===== config.mk =====
export PLATFORM = sky130hd
export DESIGN_NAME = xs3_seq_ctrl
export DESIGN_NICKNAME = d
export VERILOG_FILES = /design/src/rtl/xs3_pkg.sv /design/src/rtl/xs3_digit.sv /design/src/rtl/xs3_seq_ctrl.sv
export SDC_FILE = /design/constraint.sdc
export NUM_CORES = 1
export LEC_CHECK = 0
export ABC_AREA = 1
export BUFFER_PORTS_ARGS = -buffer_cell sky130_fd_sc_hd__buf_2
export CAP_MARGIN = 20
export CELL_PAD_IN_SITES_DETAIL_PLACEMENT = 2
export CELL_PAD_IN_SITES_GLOBAL_PLACEMENT = 2
export CORE_UTILIZATION = 32
export CTS_CLUSTER_SIZE = 28
export DETAILED_ROUTE_END_ITERATION = 10
export PLACE_DENSITY = 0.91
export SYNTH_ARGS = -nofsm -noshare
export SYNTH_HDL_FRONTEND = slang
export SYNTH_HIERARCHICAL = 1
export SYNTH_SLANG_ARGS = --single-unit

===== constraint.sdc =====
create_clock -name clk -period 4.41 [get_ports clk]
set_input_delay 0.6615 -clock clk [delete_from_list [all_inputs] [get_ports clk]]
set_output_delay 0.6615 -clock clk [all_outputs]
set_load 0.05 [all_outputs]

===== src/rtl/xs3_pkg.sv =====
// Shared types and constants for the BCD to Excess-3 sequencer.
// Holds the controller state encoding and the digit constants.
package xs3_pkg;

    typedef enum logic [1:0] {
        IDLE = 2'b00,
        CONV = 2'b01,
        DONE = 2'b10
    } xs3_state_e;

    localparam logic [3:0] XS3_BIAS = 4'd3;
    localparam logic [3:0] BCD_MAX  = 4'd9;

endpackage


===== src/rtl/xs3_digit.sv =====
// Single-digit BCD to Excess-3 converter; flags digits above 9.
// Combinational, zero latency, no backpressure.
module xs3_digit
    import xs3_pkg::*;
(
    input  logic [3:0] digit_in,
    output logic [3:0] digit_out,
    output logic       invalid
);

    // Invalid digits still convert; the 4-bit add wraps (F -> 2).
    assign digit_out = digit_in + XS3_BIAS;
    assign invalid   = (digit_in > BCD_MAX);

endmodule


===== src/rtl/xs3_seq_ctrl.sv =====
// Converts a packed NDIG-digit BCD word to Excess-3 one digit per cycle, LSB first.
// Result valid NDIG cycles after acceptance; held in DONE until out_ready, no input taken meanwhile.
module xs3_seq_ctrl
    import xs3_pkg::*;
#(
    parameter int NDIG = 4
) (
    input  logic                clk,
    input  logic                rst,
    input  logic                in_valid,
    output logic                in_ready,
    input  logic [4*NDIG-1:0]   bcd_in,
    output logic                out_valid,
    input  logic                out_ready,
    output logic [4*NDIG-1:0]   xs3_out,
    output logic                err,
    output logic                busy
);

    localparam int IDXW = (NDIG > 1) ? $clog2(NDIG) : 1;
    localparam logic [IDXW-1:0] IDX_LAST = IDXW'(NDIG - 1);

    xs3_state_e        state_q, state_d;
    logic [IDXW-1:0]   idx_q, idx_d;
    logic [4*NDIG-1:0] bcd_q, bcd_d;
    logic [4*NDIG-1:0] xs3_q, xs3_d;
    logic              err_q, err_d;

    logic [3:0]        dig_bcd;
    logic [3:0]        dig_xs3;
    logic              dig_bad;

    always_comb begin
        dig_bcd = '0;
        for (int i = 0; i < NDIG; i++) begin
            if (idx_q == IDXW'(i)) begin
                dig_bcd = bcd_q[4*i +: 4];
            end
        end
    end

    xs3_digit u_digit (
        .digit_in  (dig_bcd),
        .digit_out (dig_xs3),
        .invalid   (dig_bad)
    );

    always_comb begin
        state_d = state_q;
        idx_d   = idx_q;
        bcd_d   = bcd_q;
        xs3_d   = xs3_q;
        err_d   = err_q;
        case (state_q)
            IDLE: begin
                if (in_valid) begin
                    bcd_d   = bcd_in;
                    xs3_d   = '0;
                    err_d   = 1'b0;
                    idx_d   = '0;
                    state_d = CONV;
                end
            end
            CONV: begin
                for (int i = 0; i < NDIG; i++) begin
                    if (idx_q == IDXW'(i)) begin
                        xs3_d[4*i +: 4] = dig_xs3;
                    end
                end
                err_d = err_q | dig_bad;
                if (idx_q == IDX_LAST) begin
                    idx_d   = '0;
                    state_d = DONE;
                end else begin
                    idx_d = idx_q + 1'b1;
                end
            end
            DONE: begin
                if (out_ready) begin
                    state_d = IDLE;
                end
            end
            default: state_d = IDLE;
        endcase
    end

    always_ff @(posedge clk) begin
        if (rst) begin
            state_q <= IDLE;
            idx_q   <= '0;
            bcd_q   <= '0;
            xs3_q   <= '0;
            err_q   <= 1'b0;
        end else begin
            state_q <= state_d;
            idx_q   <= idx_d;
            bcd_q   <= bcd_d;
            xs3_q   <= xs3_d;
            err_q   <= err_d;
        end
    end

    assign in_ready  = (state_q == IDLE);
    assign out_valid = (state_q == DONE);
    assign busy      = (state_q == CONV) || (state_q == DONE);
    assign xs3_out   = xs3_q;
    assign err       = err_q;

endmodule


Word-level counts from Yosys, hierarchy flattened
Cells that the tools add are included.
{"block": "word_totals", "regBits": 37, "input_bits": 20, "output_inout_bits": 20, "elab_cells": 53}
{"block": "classes", "add_sub_neg": 2, "magnitude_cmp": 1, "n_eq_ne": 11, "muxes": 19, "n_bitwise": 1, "reduce_logical": 11}
{"op": "$mux W4", "count": 8}
{"op": "$pmux W16 S2", "count": 1}
{"op": "$mux W16", "count": 1}
{"op": "$reduce_and A3 Y1", "count": 5}
{"op": "$mux W2", "count": 5}
{"op": "$ne A2 B2 Y1 const B", "count": 5}
{"op": "$eq A2 B2 Y1 const B", "count": 3}
{"op": "$pmux W2 S3", "count": 1}
{"op": "$add A4 B2 Y4 const B", "count": 1}
{"op": "$eq A2 B1 Y1 const B", "count": 2}
{"op": "$gt A4 B4 Y1 const B", "count": 1}
{"op": "$logic_not A2 Y1", "count": 2}
{"op": "$pmux W2 S2", "count": 1}
{"op": "$reduce_and A2 Y1", "count": 2}
{"op": "$add A2 B1 Y2 const B", "count": 1}
{"op": "$ne A2 B1 Y1 const B", "count": 1}
{"op": "$pmux W1 S2", "count": 1}
{"op": "$reduce_bool A2 Y1", "count": 1}
{"op": "$logic_or A1 B1 Y1", "count": 1}
{"op": "$mux W1", "count": 1}
{"op": "$or A1 B1 Y1", "count": 1}

Logic depth before layout (Yosys ltp)
Gate-level depths: netlist of run 1.
{"block": "depth", "word_depth": 8, "ltp_mapped": 14, "depth_no_buf": 14}

By module
Netlist of run 1, hierarchy kept.
{"module": "xs3_seq_ctrl", "instances": 1, "cells_per_inst": 235, "area_per_inst_um2": 1746.7, "seq_area_each_um2": 740.7}
{"module": "xs3_digit", "instances": 1, "cells_per_inst": 15, "area_per_inst_um2": 81.3, "seq_area_each_um2": 0.0}

Worst setup path before layout of run 1
Ideal clock, no wire load.
{"block": "synth_timing", "path_kind": "reg2reg", "startpoint": "register idx_q[0]", "endpoint": "register xs3_q[6], in the netlist xs3_out[6]", "setup_time_ns": 0.117, "arrival_ns": 1.733, "t_required_ns": 4.293, "slack_ns": 2.560, "stages_incl_launch_ff": 14, "n_path_buf": 0, "period_less_slack_ns": 1.850, "cell_sequence": "dfxtp_1 > inv_1 > ha_1 > inv_1 > o21ai_0 > a21o_1 > nand2_1 > inv_1 > ha_1 > xnor2_1 > nand2_1 > nand3_1 > nand2_1 > nor2_1"}
{"block": "synth_between", "elab_chain_len": 8, "word_cells_on_any_way": 13, "classes_between": "add/sub (1); eq/ne (4); mux (6); reduce/logical (2)"}
{"item": "from (decl)", "line": "xs3_seq_ctrl.sv:24", "rtl": "logic [IDXW-1:0] idx_q, idx_d;"}
{"item": "from (signal assigned)", "line": "xs3_seq_ctrl.sv:96", "rtl": "idx_q <= idx_d;"}
{"item": "$logic_not A2 Y1", "line": "xs3_seq_ctrl.sv:36", "rtl": "if (idx_q == IDXW'(i)) begin"}
{"item": "$mux W4 (3 in series)", "line": "xs3_seq_ctrl.sv:36"}
{"item": "$mux W4 (*)", "line": "xs3_seq_ctrl.sv:36"}
{"item": "named net dig_bcd[0]", "line": "xs3_seq_ctrl.sv:29", "rtl": "logic [3:0] dig_bcd;"}
{"item": "$add A4 B2 Y4 (*)", "line": "xs3_digit.sv:12", "rtl": "assign digit_out = digit_in + XS3_BIAS;"}
{"item": "named net dig_xs3[2]", "line": "xs3_seq_ctrl.sv:30", "rtl": "logic [3:0] dig_xs3;"}
{"item": "$mux W4 (*)", "line": "xs3_seq_ctrl.sv:66", "rtl": "if (idx_q == IDXW'(i)) begin"}
{"item": "$pmux W16 S2 (*)", "line": "xs3_seq_ctrl.sv:54", "rtl": "case (state_q)"}
{"item": "to (signal assigned)", "line": "xs3_seq_ctrl.sv:98", "rtl": "xs3_q <= xs3_d;"}
{"item": "to (decl)", "line": "xs3_seq_ctrl.sv:26", "rtl": "logic [4*NDIG-1:0] xs3_q, xs3_d;"}
Mark *: on every way through the listed nets, which the timed path passes. The rest lies on a longest branch. The select of a mux whose other input is x is not followed.
A chain may end at the register's enable or synchronous reset.

Worst setup path after layout of run 1
{"block": "layout_timing", "startpoint": "register idx_q[0]", "endpoint": "register xs3_q[2], in the netlist xs3_out[2]"}
The elaborated chain is that of the path after synthesis.

==> impl_metrics.toml, run 1 <==
[cts]
cts_hold_buf = 0
cts_tree = "done"
clkTransAtPathRegs_ps = 70
cts.sinks = 37
cts-root-buf = "clkbuf_8"
postCtsSetupBuffers = 0
clock_path_buffers = 2
cts_inserted_buffers = 5
insertion_delay_ps = 280
htreeDepth = 2
cts.repair.resized = 0

[yosys]
synth.largest_area_cell = "dfxtp_1"
yosys_warnings = 6
synthCells = 250
yosys_register_bits = 37
synth_area_um2 = 1828
muxShareOfSynthArea = 0
synth_simple_gate_area_frac = 0.2868
synthAdderAreaFrac = 0.06845
synth.top_cell.area_share = 0.4052
synth-xor-area-share = 0.004791
synth-compound-area-share = 0.1437
synth.distinct_cells = 23
yosysSeqAreaShare = 0.4052
syn_nets = 280
synth.area.top_cells = "dfxtp_1, nor2_1, nand2_1"
postSynthAreaPerCell_um2 = 7.312
synth_top_family_by_area = "simple AND/OR/NAND/NOR gates"

[floorplanning]
core_area_um2 = 5507
placement_rows = 27
dieArea_um2 = 6019
num_io_pins = 40
start_util = 0.3320
die_w_um = 77.58
die_y_um = 77.58

[sta]
timing.final.crit_share = 0.5122
drv_slew = 0
fin_worst_skew_ps = 2.838
rsz0062_at_grt = "false"
timing.slew.headroom = 0.3818
fin_crit_ps = 2259
timing.fmax_mhz = 442.7
finalSetupViolCount = 0
worstMarginPinSlew_ps = 921.6
final_hold_viol_count = 0
fin_setup_tns_ps = 0

[routing]
ant_nets = 0
drt-vias-per-instance = 4.810
wl_per_cell_um = 13.78
drc = 0
vias = 1722
drt_iter0_markers = 103
drtPass1Iterations = 4
wirelength_mm = 4.932

[grt]
overflow = 0
grt_max_degree = 37
grt.total_usage = 0.1827
antenna_found_initial = 0
grt_pass1_vias = 1828
grt_first_pass_wirelength_mm = 8.597

[status]
status = "finished clean"

[power_and_ir_drop]
p_leak_nw = 1.006
peakVddDrop_mv = 0.2970
power_density_nw_per_um2 = 900.4

[cells_and_area]
diodes = 0
layout.nets = 316
syn_to_final_growth_pct = 14.99
layout-drive-gt1-share = 0.1853
design_area_um2 = 2102

[worst_setup_path]
max_stage_delay_ps = 400
worst_setup_path_start_kind = "flip-flop"
crit_type = "flip-flop to flip-flop"
arrival_ps = 2480
critPathRequiredTime_ps = 4630
cp_top_family = "simple AND/OR/NAND/NOR gates"
critPathMaxFanout = 5
critPathCaptureType = "flip-flop"
cp_cell_sequence = "inv_1 -> ha_1 -> inv_1 -> o21ai_0 -> a21o_1 -> nand2_1 -> inv_1 -> ha_1 -> xnor2_1 -> nand2_1 -> nand3_1 -> nand2_1 -> nor2_1"
timing.critical_path.slowest_stage_cell = "dfxtp_1"
worst-path-buf-inv = 3

[placement]
dpl_cell_area_um2 = 2016
gp_congestion = 0.8029
place_hpwl_mm = 3.675
numPortBuffers = 39

[worst_hold_path]
min-delay-path-class = "flip-flop to flip-flop"

[job]
drv_cap = 0
[worst paths after layout]
check	cells past startpoint	start	slack, ps	endpoint
min	2	xs3_out[8]	480	xs3_out[8]
min reg2reg	2	xs3_out[8]	480	xs3_out[8]
max	13	idx_q[0]	2150	xs3_out[2]
max reg2reg	13	idx_q[0]	2150	xs3_out[2]
[tightest hold or removal path: cells and delay by family (launching register included)]
| family | cells | cell delay (ps) |
|---|---|---|
| and+or+nand+nor | 1 | 80 |
| AOI/OAI and AO/OA | 1 | 40 |
| DFF | 1 | 320 |
[sequential cells by signal, indices dropped and copies added (netlist names)]
register / count
bcd_q: 16
xs3_out: 16
idx_q: 2
state_q: 2
err: 1
[cell usage after synthesis]
library cell,n
nor2_1,57
inv_1,13
clkbuf_1,1
buf_4,1
clkbuf_4,2
nand3_1,23
inv_2,2
ha_1,10
buf_6,5
nand3_2,1
o21ai_1,10
a21o_1,4
xnor2_1,1
clkinv_1,1
o21ai_0,13
o21a_1,1
dfxtp_1,37
a21oi_1,22
nand2_2,2
nand2_1,40
nand2_4,2
clkinv_4,1
buf_8,1
[power by group]
group / internal (W) / total [W] / switching (W)
clock network: 0.000124 / 0.000236 / 0.000112
logic: 0.000304 / 0.00113 / 0.000822
registers: 0.000460 / 0.000530 / 0.0000708
[layer usage]
layer | global-route usage | up-vias | wire [um]
li1 | - | 874 | -
met1 | 0.2198 | 813 | 2244
met2 | 0.3221 | 29 | 2495
met3 | 0.03765 | 6 | 128
met4 | 0.05849 | 0 | 64
met5 | 0 | - | 0
[final cells by class]
class                           count  area (um^2)
Clock buffer                        7        86.33
Fill cell                         670         3405
Inverter                           17        68.82
Multi-Input combinational cell    186        920.9
Sequential cell                    37        740.7
Tap cell                           72        90.09
Timing Repair Buffer               39        195.2
[layout by cell type (no fill, tap or decap), types with 2 or more instances in the layout]
cell and instances:
a21o_1 4, a21oi_1 22, nand2_4 2, ha_1 10, inv_1 13, o21ai_1 10
nor2_1 57, nand2_2 2, o21ai_0 13, nand2_1 40, buf_2 39, nand3_1 23
clkbuf_8 6, dfxtp_1 37, inv_2 2
[kinds of logic after synthesis]
kind of cell,Yosys count
AND/OR/NAND/NOR,125
AO/OA/AOI/OAI,50
flip-flops,37
buffers and inverters,27
adder cells (fa/ha/maj),10
XOR/XNOR,1
[metrics by stage]
| stage | utilization | total power (W) | setup WS (ps) | hold slack, ps | std cells |
|---|---|---|---|---|---|
| 2_1_floorplan | - | 0.001483 | 2560 | 448.3 | 250 |
| 3_5_place_dp | 0.3661 | 0.001676 | 2199 | 470.9 | 351 |
| 6_report | 0.3817 | 0.001893 | 2151 | 479.8 | 358 |
| 5_1_grt | 0.3817 | 0.002068 | 1898 | 508.2 | 358 |
| 4_1_cts | 0.3817 | 0.001924 | 2141 | 487.2 | 358 |
| 3_3_place_gp | 0.3661 | 0.001626 | 2377 | 455.7 | 351 |
Note: power is estimated with default switching activity, not from simulation.
==> inputs of run 2 (changes only) <==
--- a/config.mk
+++ b/config.mk
@@ -5,15 +5,15 @@
 export SDC_FILE = /design/constraint.sdc
 export NUM_CORES = 1
 export LEC_CHECK = 0
-export ABC_AREA = 1
+export ABC_AREA = 0
 export BUFFER_PORTS_ARGS = -buffer_cell sky130_fd_sc_hd__buf_2
 export CAP_MARGIN = 20
 export CELL_PAD_IN_SITES_DETAIL_PLACEMENT = 2
 export CELL_PAD_IN_SITES_GLOBAL_PLACEMENT = 2
-export CORE_UTILIZATION = 32
+export CORE_UTILIZATION = 29
 export CTS_CLUSTER_SIZE = 28
 export DETAILED_ROUTE_END_ITERATION = 10
-export PLACE_DENSITY = 0.91
+export PLACE_DENSITY = 0.82
 export SYNTH_ARGS = -nofsm -noshare
 export SYNTH_HDL_FRONTEND = slang
 export SYNTH_HIERARCHICAL = 1
==> constraint.sdc (replaced) <==
create_clock -name clk -period 1.92 [get_ports clk]
set_input_delay 0.288 -clock clk [delete_from_list [all_inputs] [get_ports clk]]
set_output_delay 0.288 -clock clk [all_outputs]
set_load 0.05 [all_outputs]
==> run 2 against run 1 <==
Against the previous run:
- total power increased by 65%
- synthesized cell count down 18%
- the run now ends with setup timing left
- via count fell by 4.6%
- register-to-register slack worse by 2200 ps
- die area grew 10%
- clock power grew 140%
- area after synthesis up 0.27%
- clock skew increased by 7.3 ps
- wire length is 15% higher
- cell area increased by 13%
==> impl_metrics.toml, run 2 <==
[yosys]
syn_nets = 235
synth_simple_gate_area_frac = 0.1918
synth_top_family_by_area = "simple AND/OR/NAND/NOR gates"
yosys_register_bits = 37
synth_area_um2 = 1833
synth-compound-area-share = 0.1611
synthTopCellsByCount = "dfxtp_1, nand2_1, a21oi_1, nand2b_1, mux2i_1"
postSynthAreaPerCell_um2 = 8.942
synth-xor-area-share = 0.009556
synthAdderAreaFrac = 0.06826
synth.distinct_cells = 28
yosys_warnings = 6
synth_edf_count = 0
synth.top_cell.area_share = 0.4041
async_flop_share = 0
yosysSeqAreaShare = 0.4041
muxShareOfSynthArea = 0.1065
synth.area.top_cells = "dfxtp_1, mux2i_1, nand2_1"
synth-main-ff-cell = "dfxtp_1"
synthCells = 205
synth.largest_area_cell = "dfxtp_1"

[routing]
wl_per_cell_um = 17.14
ant_nets = 0
drt-vias-per-instance = 4.964
wirelength_mm = 5.674
vias = 1643
drtPass1Iterations = 4
drt_iter0_markers = 45
drc = 0

[cts]
clock_path_buffers = 2
cts_hold_buf = 0
htreeDepth = 2
cts_tree = "done"
cts_inserted_buffers = 5
cts.sinks = 37
clkTransAtPathRegs_ps = 80
cts-root-buf = "clkbuf_8"
insertion_delay_ps = 290

[sta]
timing.final.crit_share = 1.048
timing.slew.headroom = 0.6192
fin_setup_tns_ps = -159.3
drv_slew = 0
setup_ws_ps = -92.45
finalSetupViolCount = 5
timing.fmax_mhz = 496.9
rsz0062_at_grt = "true"
worstMarginPinSlew_ps = 571.2
final_hold_viol_count = 0
fin_worst_skew_ps = 10.15
fin_crit_ps = 2012

[grt]
antenna_found_initial = 0
overflow = 0
grt_max_degree = 35
grt_pass1_vias = 1788
grt_first_pass_wirelength_mm = 8.887
grt.total_usage = 0.1838

[power_and_ir_drop]
power_density_nw_per_um2 = 1313
comb_power_share = 0.507
p_seq_frac = 0.315
peakVddDrop_mv = 0.6661
p_sw_w = 0.001373
p_leak_nw = 1.024
p_sw_frac = 0.4408
clockPowerShare = 0.179
p_int_w = 0.001741

[placement]
gp_congestion = 0.7420
post-place-cells = 321
numPortBuffers = 39
place_hpwl_mm = 3.718

[floorplanning]
dieArea_um2 = 6642
die_y_um = 81.50
core_area_um2 = 6026
start_util = 0.3042
num_io_pins = 40
die_w_um = 81.50
placement_rows = 28

[worst_hold_path]
min-delay-path-class = "primary input to flip-flop"

[cells_and_area]
final_cell_mix = "buf_2, nand2_1, dfxtp_1, a21oi_1, nand2b_1"
layout.nets = 286
layout-drive-gt1-share = 0.3477
diodes = 0
final_util = 0.3935
nFillCells = 713
syn_to_final_growth_pct = 29.35
layout_commonest_cell = "buf_2"
stdcell_count = 331

[job]
drv_cap = 0

[status]
violations = "setup timing"
status = "finished with violations"

[worst_setup_path]
critPathCaptureType = "flip-flop"
critPathMaxFanout = 7
worst_setup_path_start_kind = "flip-flop"
critPathRequiredTime_ps = 2110
arrival_ps = 2200
crit_type = "flip-flop to flip-flop"
==> run 2: cell types whose count changed after synthesis, moves of 5 or more <==
| cell | delta |
|---|---|
| buf_2 | +5 |
| nor2_1 | -53 |
| nand3_1 | -23 |
| o21ai_0 | -9 |
| nand2b_1 | +19 |
| mux2i_1 | +18 |
| o21ai_1 | -10 |
==> run 2: cell families after synthesis <==
| family | Yosys count |
|---|---|
| compound gates | 43 |
| xor+xnor | 2 |
| fa+ha+maj | 10 |
| buf+inv | 23 |
| flops | 37 |
| mux | 19 |
| simple gates | 71 |
==> run 2: final timing paths <==
check,startpoint,endpoint,slack [ps],depth (start not counted)
max,idx_q[1],err,-90,10
min,bcd_in[4],bcd_q[4],230,3
max reg2reg,idx_q[1],err,-90,10
min reg2reg,bcd_q[0],bcd_q[0],470,2
==> run 2: power groups by stage <==
| stage | Combinational (W) | Sequential [W] | Clock (W) |
|---|---|---|---|
| 2_1_floorplan | 0.000961 | 0.00114 | 0 |
| 3_3_place_gp | 0.00140 | 0.000975 | 0 |
| 3_5_place_dp | 0.00145 | 0.000985 | 0 |
| 4_1_cts | 0.00153 | 0.000979 | 0.000579 |
| 5_1_grt | 0.00171 | 0.000993 | 0.000602 |
| 6_report | 0.00158 | 0.000980 | 0.000557 |
==> run 2: critical path, cell delays in order, from the launching register on <==
cell	delay [ps]
dfxtp_4	390
inv_4	50
ha_4	180
a21oi_2	140
o21ai_2	80
a22o_1	240
ha_1	220
nor2_1	140
o21a_1	170
a21oi_2	70
a211oi_2	210
==> run 2: through the flow <==
stage / power, W / setup slack [ps] / hold slack, ps / area [um^2]
4_1_cts: 0.003092 / 6.619 / 224.0 / 2361
3_3_place_gp: 0.002375 / 18.06 / 445.9 / 2162
3_5_place_dp: 0.002434 / -209.2 / 450.8 / 2162
5_1_grt: 0.003303 / -207.3 / 228.8 / 2371
2_1_floorplan: 0.002099 / 7.864 / 424.0 / 1847
6_report: 0.003114 / -92.45 / 228.3 / 2371
==> run 2: area by class of cell <==
cell class / instances / area [um^2] / area share
Timing Repair Buffer: 55 / 315.3 / 0.1330
Tap cell: 75 / 93.84 / 0.03958
Multi-Input combinational cell: 145 / 1077 / 0.4544
Clock buffer: 7 / 86.33 / 0.03641
Sequential cell: 37 / 748.2 / 0.3156
Inverter: 12 / 50.05 / 0.02111
==> run 2: layer usage <==
layer / GRT usage / wire length [um] / vias to the layer above
met1: 0.1958 / 2354 / 821
met4: 0.06429 / 82 / 0
met3: 0.03333 / 148 / 7
met2: 0.3558 / 3087 / 29
met5: 0 / 0 / -
li1: - / - / 786
==> run 2: repair_timing <==
| item | CTS | global route |
|---|---|---|
| pin swaps | 8 | 3 |
| gates resized for setup | 26 | 2 |
| endpoints found under the setup margin | 13 | 13 |
| gates cloned | 0 | 0 |
| buffers inserted | 2 | 1 |
